`config.mk`:
```
export PLATFORM = sky130hd
export DESIGN_NAME = regfile_mp
export DESIGN_NICKNAME = d
export VERILOG_FILES = /design/src/rtl/regfile_mp.sv
export SDC_FILE = /design/constraint.sdc
export NUM_CORES = 2
export LEC_CHECK = 0
export ABC_AREA = 0
export BUFFER_PORTS_ARGS = -buffer_cell sky130_fd_sc_hd__buf_2
export CAP_MARGIN = 10
export CORE_UTILIZATION = 30
export DETAILED_ROUTE_END_ITERATION = 8
export PLACE_DENSITY_LB_ADDON = 0.05
export SLEW_MARGIN = 40
export SYNTH_ARGS = -nofsm -noshare
export SYNTH_HDL_FRONTEND = slang
export SYNTH_SLANG_ARGS = --single-unit
```
`constraint.sdc`:
```
create_clock -name clk_i -period 81.2 [get_ports clk_i]
set_input_delay 4.06 -clock clk_i [delete_from_list [all_inputs] [get_ports clk_i]]
set_output_delay 4.06 -clock clk_i [all_outputs]
set_load 0.1 [all_outputs]
```
`src/rtl/regfile_mp.sv`:
```
`default_nettype none
// ============================================================================
// Module   : regfile_mp
// Purpose  : Multi-port integer register file with two prioritised write
//            ports, a busy scoreboard and a post-reset hardware clear.
//            Macro REGFILE_MP_BYPASS_EN adds same-cycle write-to-read forwarding.
// Revision : 1.0 - initial release
// ============================================================================
module regfile_mp #(
  parameter int DATA_W = 32,
  parameter int ADDR_W = 5,
  parameter int NUM_RD = 2
) (
  input  logic                       clk_i,
  input  logic                       rst_i,
  output logic                       ready_o,
  input  logic                       we0_i,
  input  logic [ADDR_W-1:0]          waddr0_i,
  input  logic [DATA_W-1:0]          wdata0_i,
  input  logic                       we1_i,
  input  logic [ADDR_W-1:0]          waddr1_i,
  input  logic [DATA_W-1:0]          wdata1_i,
  input  logic                       iss_we_i,
  input  logic [ADDR_W-1:0]          iss_addr_i,
  input  logic [NUM_RD-1:0]          re_i,
  input  logic [NUM_RD*ADDR_W-1:0]   raddr_i,
  output logic [NUM_RD*DATA_W-1:0]   rdata_o,
  output logic [NUM_RD-1:0]          rbusy_o,
  output logic                       wconflict_o
);

  localparam int DEPTH = 2**ADDR_W;
  localparam logic [0:0] ST_CLEAR = 1'b0;
  localparam logic [0:0] ST_RUN   = 1'b1;

  logic [0:0]        state_q, state_d;
  logic [ADDR_W-1:0] cnt_q, cnt_d;
  logic [DEPTH-1:0]  busy_q, busy_d;
  logic              wconflict_q, wconflict_d;
  logic [DATA_W-1:0] mem_q [DEPTH];
  logic [DATA_W-1:0] mem_d [DEPTH];

  logic run;
  logic w0_ok;
  logic w1_ok;
  logic iss_ok;

  // Writes and issues only take effect in RUN and never in a reset cycle.
  assign run    = (state_q == ST_RUN);
  assign w0_ok  = run && !rst_i && we0_i && (waddr0_i != '0);
  assign w1_ok  = run && !rst_i && we1_i && (waddr1_i != '0);
  assign iss_ok = run && !rst_i && iss_we_i && (iss_addr_i != '0);

  always_comb begin
    state_d     = state_q;
    cnt_d       = cnt_q;
    busy_d      = busy_q;
    wconflict_d = 1'b0;
    for (int i = 0; i < DEPTH; i++) begin
      mem_d[i] = mem_q[i];
    end
    if (!run) begin
      mem_d[cnt_q] = '0;
      cnt_d        = cnt_q + {{(ADDR_W-1){1'b0}}, 1'b1};
      if (cnt_q == {ADDR_W{1'b1}}) begin
        state_d = ST_RUN;
      end
    end else begin
      if (w0_ok) begin
        mem_d[waddr0_i]  = wdata0_i;
        busy_d[waddr0_i] = 1'b0;
      end
      if (w1_ok) begin
        mem_d[waddr1_i]  = wdata1_i;
        busy_d[waddr1_i] = 1'b0;
      end
      wconflict_d = w0_ok && w1_ok && (waddr0_i == waddr1_i);
      // A fresh issue outranks a retiring write to the same register.
      if (iss_ok) begin
        busy_d[iss_addr_i] = 1'b1;
      end
    end
  end

  always_ff @(posedge clk_i) begin
    if (rst_i) begin
      state_q     <= ST_CLEAR;
      cnt_q       <= '0;
      busy_q      <= '0;
      wconflict_q <= 1'b0;
    end else begin
      state_q     <= state_d;
      cnt_q       <= cnt_d;
      busy_q      <= busy_d;
      wconflict_q <= wconflict_d;
    end
  end

  always_ff @(posedge clk_i) begin
    if (!rst_i) begin
      for (int i = 0; i < DEPTH; i++) begin
        mem_q[i] <= mem_d[i];
      end
    end
  end

  assign ready_o     = run;
  assign wconflict_o = wconflict_q;

  generate
    for (genvar k = 0; k < NUM_RD; k++) begin : g_rd
      logic [ADDR_W-1:0] rd_addr;
      logic [DATA_W-1:0] rd_data;
      logic              rd_busy;

      assign rd_addr = raddr_i[k*ADDR_W +: ADDR_W];

      always_comb begin
        rd_data = '0;
        rd_busy = 1'b0;
        if (run && re_i[k] && (rd_addr != '0)) begin
          rd_data = mem_q[rd_addr];
          rd_busy = busy_q[rd_addr];
`ifdef REGFILE_MP_BYPASS_EN
          if (w1_ok && (waddr1_i == rd_addr)) begin
            rd_data = wdata1_i;
            rd_busy = iss_ok && (iss_addr_i == rd_addr);
          end else if (w0_ok && (waddr0_i == rd_addr)) begin
            rd_data = wdata0_i;
            rd_busy = iss_ok && (iss_addr_i == rd_addr);
          end
`endif
        end
      end

      assign rdata_o[k*DATA_W +: DATA_W] = rd_data;
      assign rbusy_o[k]                  = rd_busy;
    end
  endgenerate

endmodule
`default_nettype wire

```
# == Yosys cells after proc, flatten, opt, wreduce, memory -nomap -nowiden ==
# Memories as Yosys holds them, arrays and structs flattened.
# Index checks and enable logic that the tools add are counted.
# totals
ff_bits,39
ram_bits,1024
word_cells,93
n_memories,1
# mem_list
name,depth,word_bits,read_ports,rd_ports_with_merged_regs,write_ports,line,rtl
mem_q,32,32,34,0,32,40,logic [DATA_W-1:0] mem_q [DEPTH];
# classes
n_addsub,1
order_cmp,14
eq_ne,2
n_mux,34
n_bitwise,11
n_reduce_logical,26
# ops
op,count
1024-bit two-way mux,4
1024-bit bitwise mux,2
1024-bit AND,1
1024-bit NOT,1
32-bit demux with 5-bit select,3
32-bit two-way mux,10
32-bit AND,2
32-bit NOT,2
32-bit bitwise OR,1
"5-bit by 6-bit less-than comparator with 1-bit output, second input constant",5
5-bit nonzero test,5
1-bit logical AND,19
"6-bit >= comparator, second input constant",3
"6-bit by 1-bit less-than comparator with 1-bit output, second input constant",3
5-bit NOT with 6-bit output,3
1-bit demux with 5-bit select,3
"5-bit by 1-bit >= comparator with 1-bit output, second input constant",3
1-bit binary-select mux with 5-bit select,2
1-bit two-way mux,10
"5-bit by 1-bit adder with 5-bit output, second input constant",1
5-bit equality test,1
"5-bit equality test, second input constant",1
2-bit OR reduction,1
1-bit logical NOT,1
1-bit NOT,1

# == Depth between registers and ports, before layout ==
# depth
ltp_word,13
ltp_mapped,9
mapped_depth_nobuf,6

# == Worst setup path after synthesis ==
# No wires, ideal clock.
# synth_timing
kind,input to register
start,input port rst_i
end,"memory mem_q[0][0], enable pin"
setup_ns,1.787
arrival_time_ns,32.028
required_time_ns,79.413
setup_slack_ns,47.385
stages,3
n_path_buf,2
cell_sequence,buf_2 clkinv_1 clkbuf_1
# synth_rtl
element,line,rtl
from (decl),15,"input logic rst_i,"
to (decl),40,

# == Final worst setup path ==
# layout_timing
start,input port raddr_i[1]
end,output port rdata_o[1]
# layout_between
elab_chain_cells,3
elab_cells_between_ends,4
classes_between,mux: 1; reduce/logical: 2; memory: 1
# layout_lines
element,line,rtl
from (decl),26,"input logic [NUM_RD*ADDR_W-1:0] raddr_i,"
"parallel branches: the longest is 2 deep, another holds memory 32 x 32 bit",n/a,
32-bit two-way mux (*),121,if (run && re_i[k] && (rd_addr != '0)) begin
to (decl),27,"output logic [NUM_RD*DATA_W-1:0] rdata_o,"
# Mark *: on every way between the ends.

==> flow_summary_export.csv <==
group,metric,value,unit
critical_path,worstPathArrival,8.77,ns
critical_path,required,77.14,ns
grt,grt.total_usage,33.3,%
grt,globalRoute.totalOverflow,0,
layout,final_util,33.2,%
critical_path,criticalPathCategory,"input pin to primary output",
timing,rsz0062_at_grt,"no",
yosys,synth_seq_area_share,37.1,%
timing,final_min_period_over_clock_period,15.8,%
clock_network,htreeDepth,4,
clock_network,cts_hold_buf,0,
floorplan,die_w,535,um
layout,final_common_cell,"edfxtp_1",
detailed_routing,vias_per_cell,7.26,
grt,antenna_found_initial,52,
detailed_routing,ant_nets,0,
floorplan,die_y,535,um
placement,placed_area,0.0885,sq mm
floorplan,placementRows,195,
timing,finalHoldViolations,0,
timing,tightestPinTransition,1.02,ns
placement,portBuffers,163,
detailed_routing,drt_first_pass_iters,6,
layout,design_area,0.0936,sq mm
clock_network,cts_sinks,1063,
yosys,synth_cells,7832,
yosys,ys_warn_count,0,
placement,hpwlAfterDp,281000,um
layout,area_growth,9.99,%
grt,grt_max_degree,152,
critical_path,cp.buffers_inverters,6,
placement,gp_congestion,0.900,
critical_path,reg2reg_to,"mem_q[28][11]",
clock_network,cts_buffer_depth,4,
critical_path,critical-path-top-delay-family,"buffers and inverters",
clock_network,cts_buffers,159,
timing,finalSetupViolations,0,
layout,fin_cells,11000,
placement,dp.cells,10700,
critical_path,cp-end-kind,"primary output",
worst_hold_path,hold_depth,1,
layout,drive_gt1_share,23.0,%
grt,grt_pass1_wl,673000,um
critical_path,r2r_start,"ready_o",
detailed_routing,drc,0,
clock_network,cts_setup_buffers,0,
yosys,ys_seq_elements,1063,
floorplan,dieArea,0.286,sq mm
grt,grt_pass1_vias,75000,
yosys,ys_async_sr_fraction,0,%
pwr,max-vdd-ir-drop,0.0152,mV
clock_network,clk_pin_slew,0.06,ns
floorplan,start_util,30.2,%
timing,slew_headroom,31.7,%
critical_path,crit_chain,"buf_8, buf_4, buf_12, buf_16, buf_4, mux4_2, mux2i_1, o221ai_1, o31a_1, buf_2",
critical_path,r2r_setup_slack,74.99,ns
detailed_routing,first_iter_violations,10200,
critical_path,slowest_stage,"buf_4",
yosys,synth_ff_type,"edfxtp_1",
worst_hold_path,hold_start,"busy_q[0]",
timing,fmax,77.9,MHz
layout,final_nets,7256,
clock_network,cts_tree,"built",
critical_path,critPathMaxFanout,56,
yosys,avgSynthCellArea,10.9,sq um
pwr,p_leak,25.1,nW
yosys,netlist_area,0.0851,sq mm
clock_network,cts_root_buf,"clkbuf_16",
critical_path,reg2reg_depth,10,
worst_hold_path,hold_path.class,"register to register",
timing,period_needed,12.83,ns
run_status,outcome,"complete, no violations",
worst_hold_path,whs_endpoint,"busy_q[0]",
yosys,yosysUniqueCellTypes,57,
timing,skew,0.0542,ns
floorplan,ioPinCount,164,
critical_path,crit_top_cell,"buf_4",
layout,layout_common_cells,"1024 x edfxtp_1, 1022 x a21oi_1, 992 x o2bb2ai_1",
timing,setup_tns,0,ns
yosys,synth_fp_nets,7933,
pwr,power,1.58,mW
run,cap_violations,0,
clock_network,clock_latency,0.86,ns
detailed_routing,wl_per_cell,44.7,um
critical_path,start_kind,"input pin",
yosys,synth_edf_count,1024,
pwr,power_density,16.9,mW/mm^2
floorplan,core_area,0.282,sq mm
detailed_routing,finalWirelength,493000,um
critical_path,max_stage_delay,0.64,ns
clock_network,cts_resized,0,
timing,drv_slew,0,
detailed_routing,vias,80100,
## where the power goes
part / total (mW) / internal, mW / switching [mW]
sequential: 0.668 / 0.642 / 0.0267
combinational: 0.241 / 0.0852 / 0.156
clock: 0.674 / 0.379 / 0.295
## logic make-up (layout without fill, tap and decap cells)
| kind of cell | count (synthesis) | count (layout) | share of synthesized area (%) |
|---|---|---|---|
| AOI/OAI and AO/OA | 4290 | 4290 | 37.6 |
| buffers and inverters | 1329 | 761 | 6.54 |
| DFF | 1063 | 1063 | 37.1 |
| muxes | 791 | 791 | 16.3 |
| and+or+nand+nor | 346 | 346 | 2.29 |
| xor gates and xnor gates | 8 | 8 | 0.0824 |
| adders and majority gates | 5 | 5 | 0.0735 |
| other | 0 | 25 | 0 |
## worst reg2reg max path, cell delays in order, from the launching register on
cell       delay, ns
dfxtp_4         0.54
buf_4           0.37
or3b_4          0.82
buf_6           0.60
buf_12          0.55
buf_4           1.07
buf_6           0.58
buf_4           0.94
o41ai_1         0.24
o21ai_0         0.20
o2bb2ai_1       0.14
## flip-flops by register name (all words and copies together), names as in the netlist
name,count
wconflict_o,1
cnt_q,5
busy_q,32
ready_o,1
mem_q,1024
## per-stage QoR
stage | setup WS, ns | hold WS (ns)
after detailed placement | 68.58 | 0.478
after floorplan | 47.39 | 0.451
after global routing | 68.52 | 0.491
after global placement | 68.59 | 0.468
after CTS | 68.56 | 0.486
final | 68.37 | 0.485
## cell type report
class                      instances  area [sq um]
fill                           28000        188000
multi-input combinational       5440         48500
sequential                      1063         31500
tap                             3743          4680
clock buffer                     214          4290
timing repair buffer             453          4000
clock inverter                    56           344
inverter                          38           153
antenna                           25          62.6
## Yosys cell counts, types with 12 or more instances
| cell type | instances | area share [%] |
|---|---|---|
| a21o_1 | 13 | 0.11 |
| a21oi_1 | 1024 | 6.0 |
| a31o_2 | 15 | 0.15 |
| and3_1 | 33 | 0.24 |
| buf_1 | 73 | 0.32 |
| buf_2 | 225 | 1.3 |
| buf_6 | 35 | 0.46 |
| clkbuf_1 | 948 | 4.2 |
| dfxtp_1 | 39 | 0.92 |
| edfxtp_1 | 1024 | 36 |
| inv_1 | 37 | 0.16 |
| mux2_2 | 129 | 1.7 |
| mux2i_1 | 197 | 2.3 |
| mux4_2 | 465 | 12 |
| nand2_1 | 12 | 0.053 |
| nor2_1 | 112 | 0.49 |
| nor2b_1 | 46 | 0.34 |
| nor3_1 | 30 | 0.18 |
| nor3_2 | 16 | 0.19 |
| nor3b_1 | 26 | 0.23 |
| o21a_1 | 22 | 0.19 |
| o21ai_0 | 725 | 4.3 |
| o21ai_1 | 300 | 1.8 |
| o221ai_1 | 95 | 0.98 |
| o22ai_1 | 33 | 0.24 |
| o2bb2ai_1 | 992 | 10 |
| o31a_1 | 62 | 0.64 |
| o41ai_1 | 692 | 7.1 |
| o41ai_2 | 300 | 5.7 |
## routing by layer
metal / wire [um] / GRT usage, % / share of wire (%)
met1: 198000 / 43.5 / 40
met4: 30000 / 18.8 / 6.1
met2: 220000 / 51.1 / 45
met3: 44800 / 6.97 / 9.1
met5: 200 / 0 / 0.041
## worst max path at each step
stage | from | end | slack (ns) | cells after the start
after floorplan | rst_i | mem_q[0][0] | 47.39 | 3
after global placement | raddr_i[1] | rdata_o[1] | 68.59 | 9
after detailed placement | raddr_i[1] | rdata_o[1] | 68.58 | 9
after CTS | raddr_i[1] | rdata_o[1] | 68.56 | 9
after global routing | raddr_i[1] | rdata_o[1] | 68.52 | 10
final | raddr_i[1] | rdata_o[1] | 68.37 | 10
(Power assumes the default switching activity.)
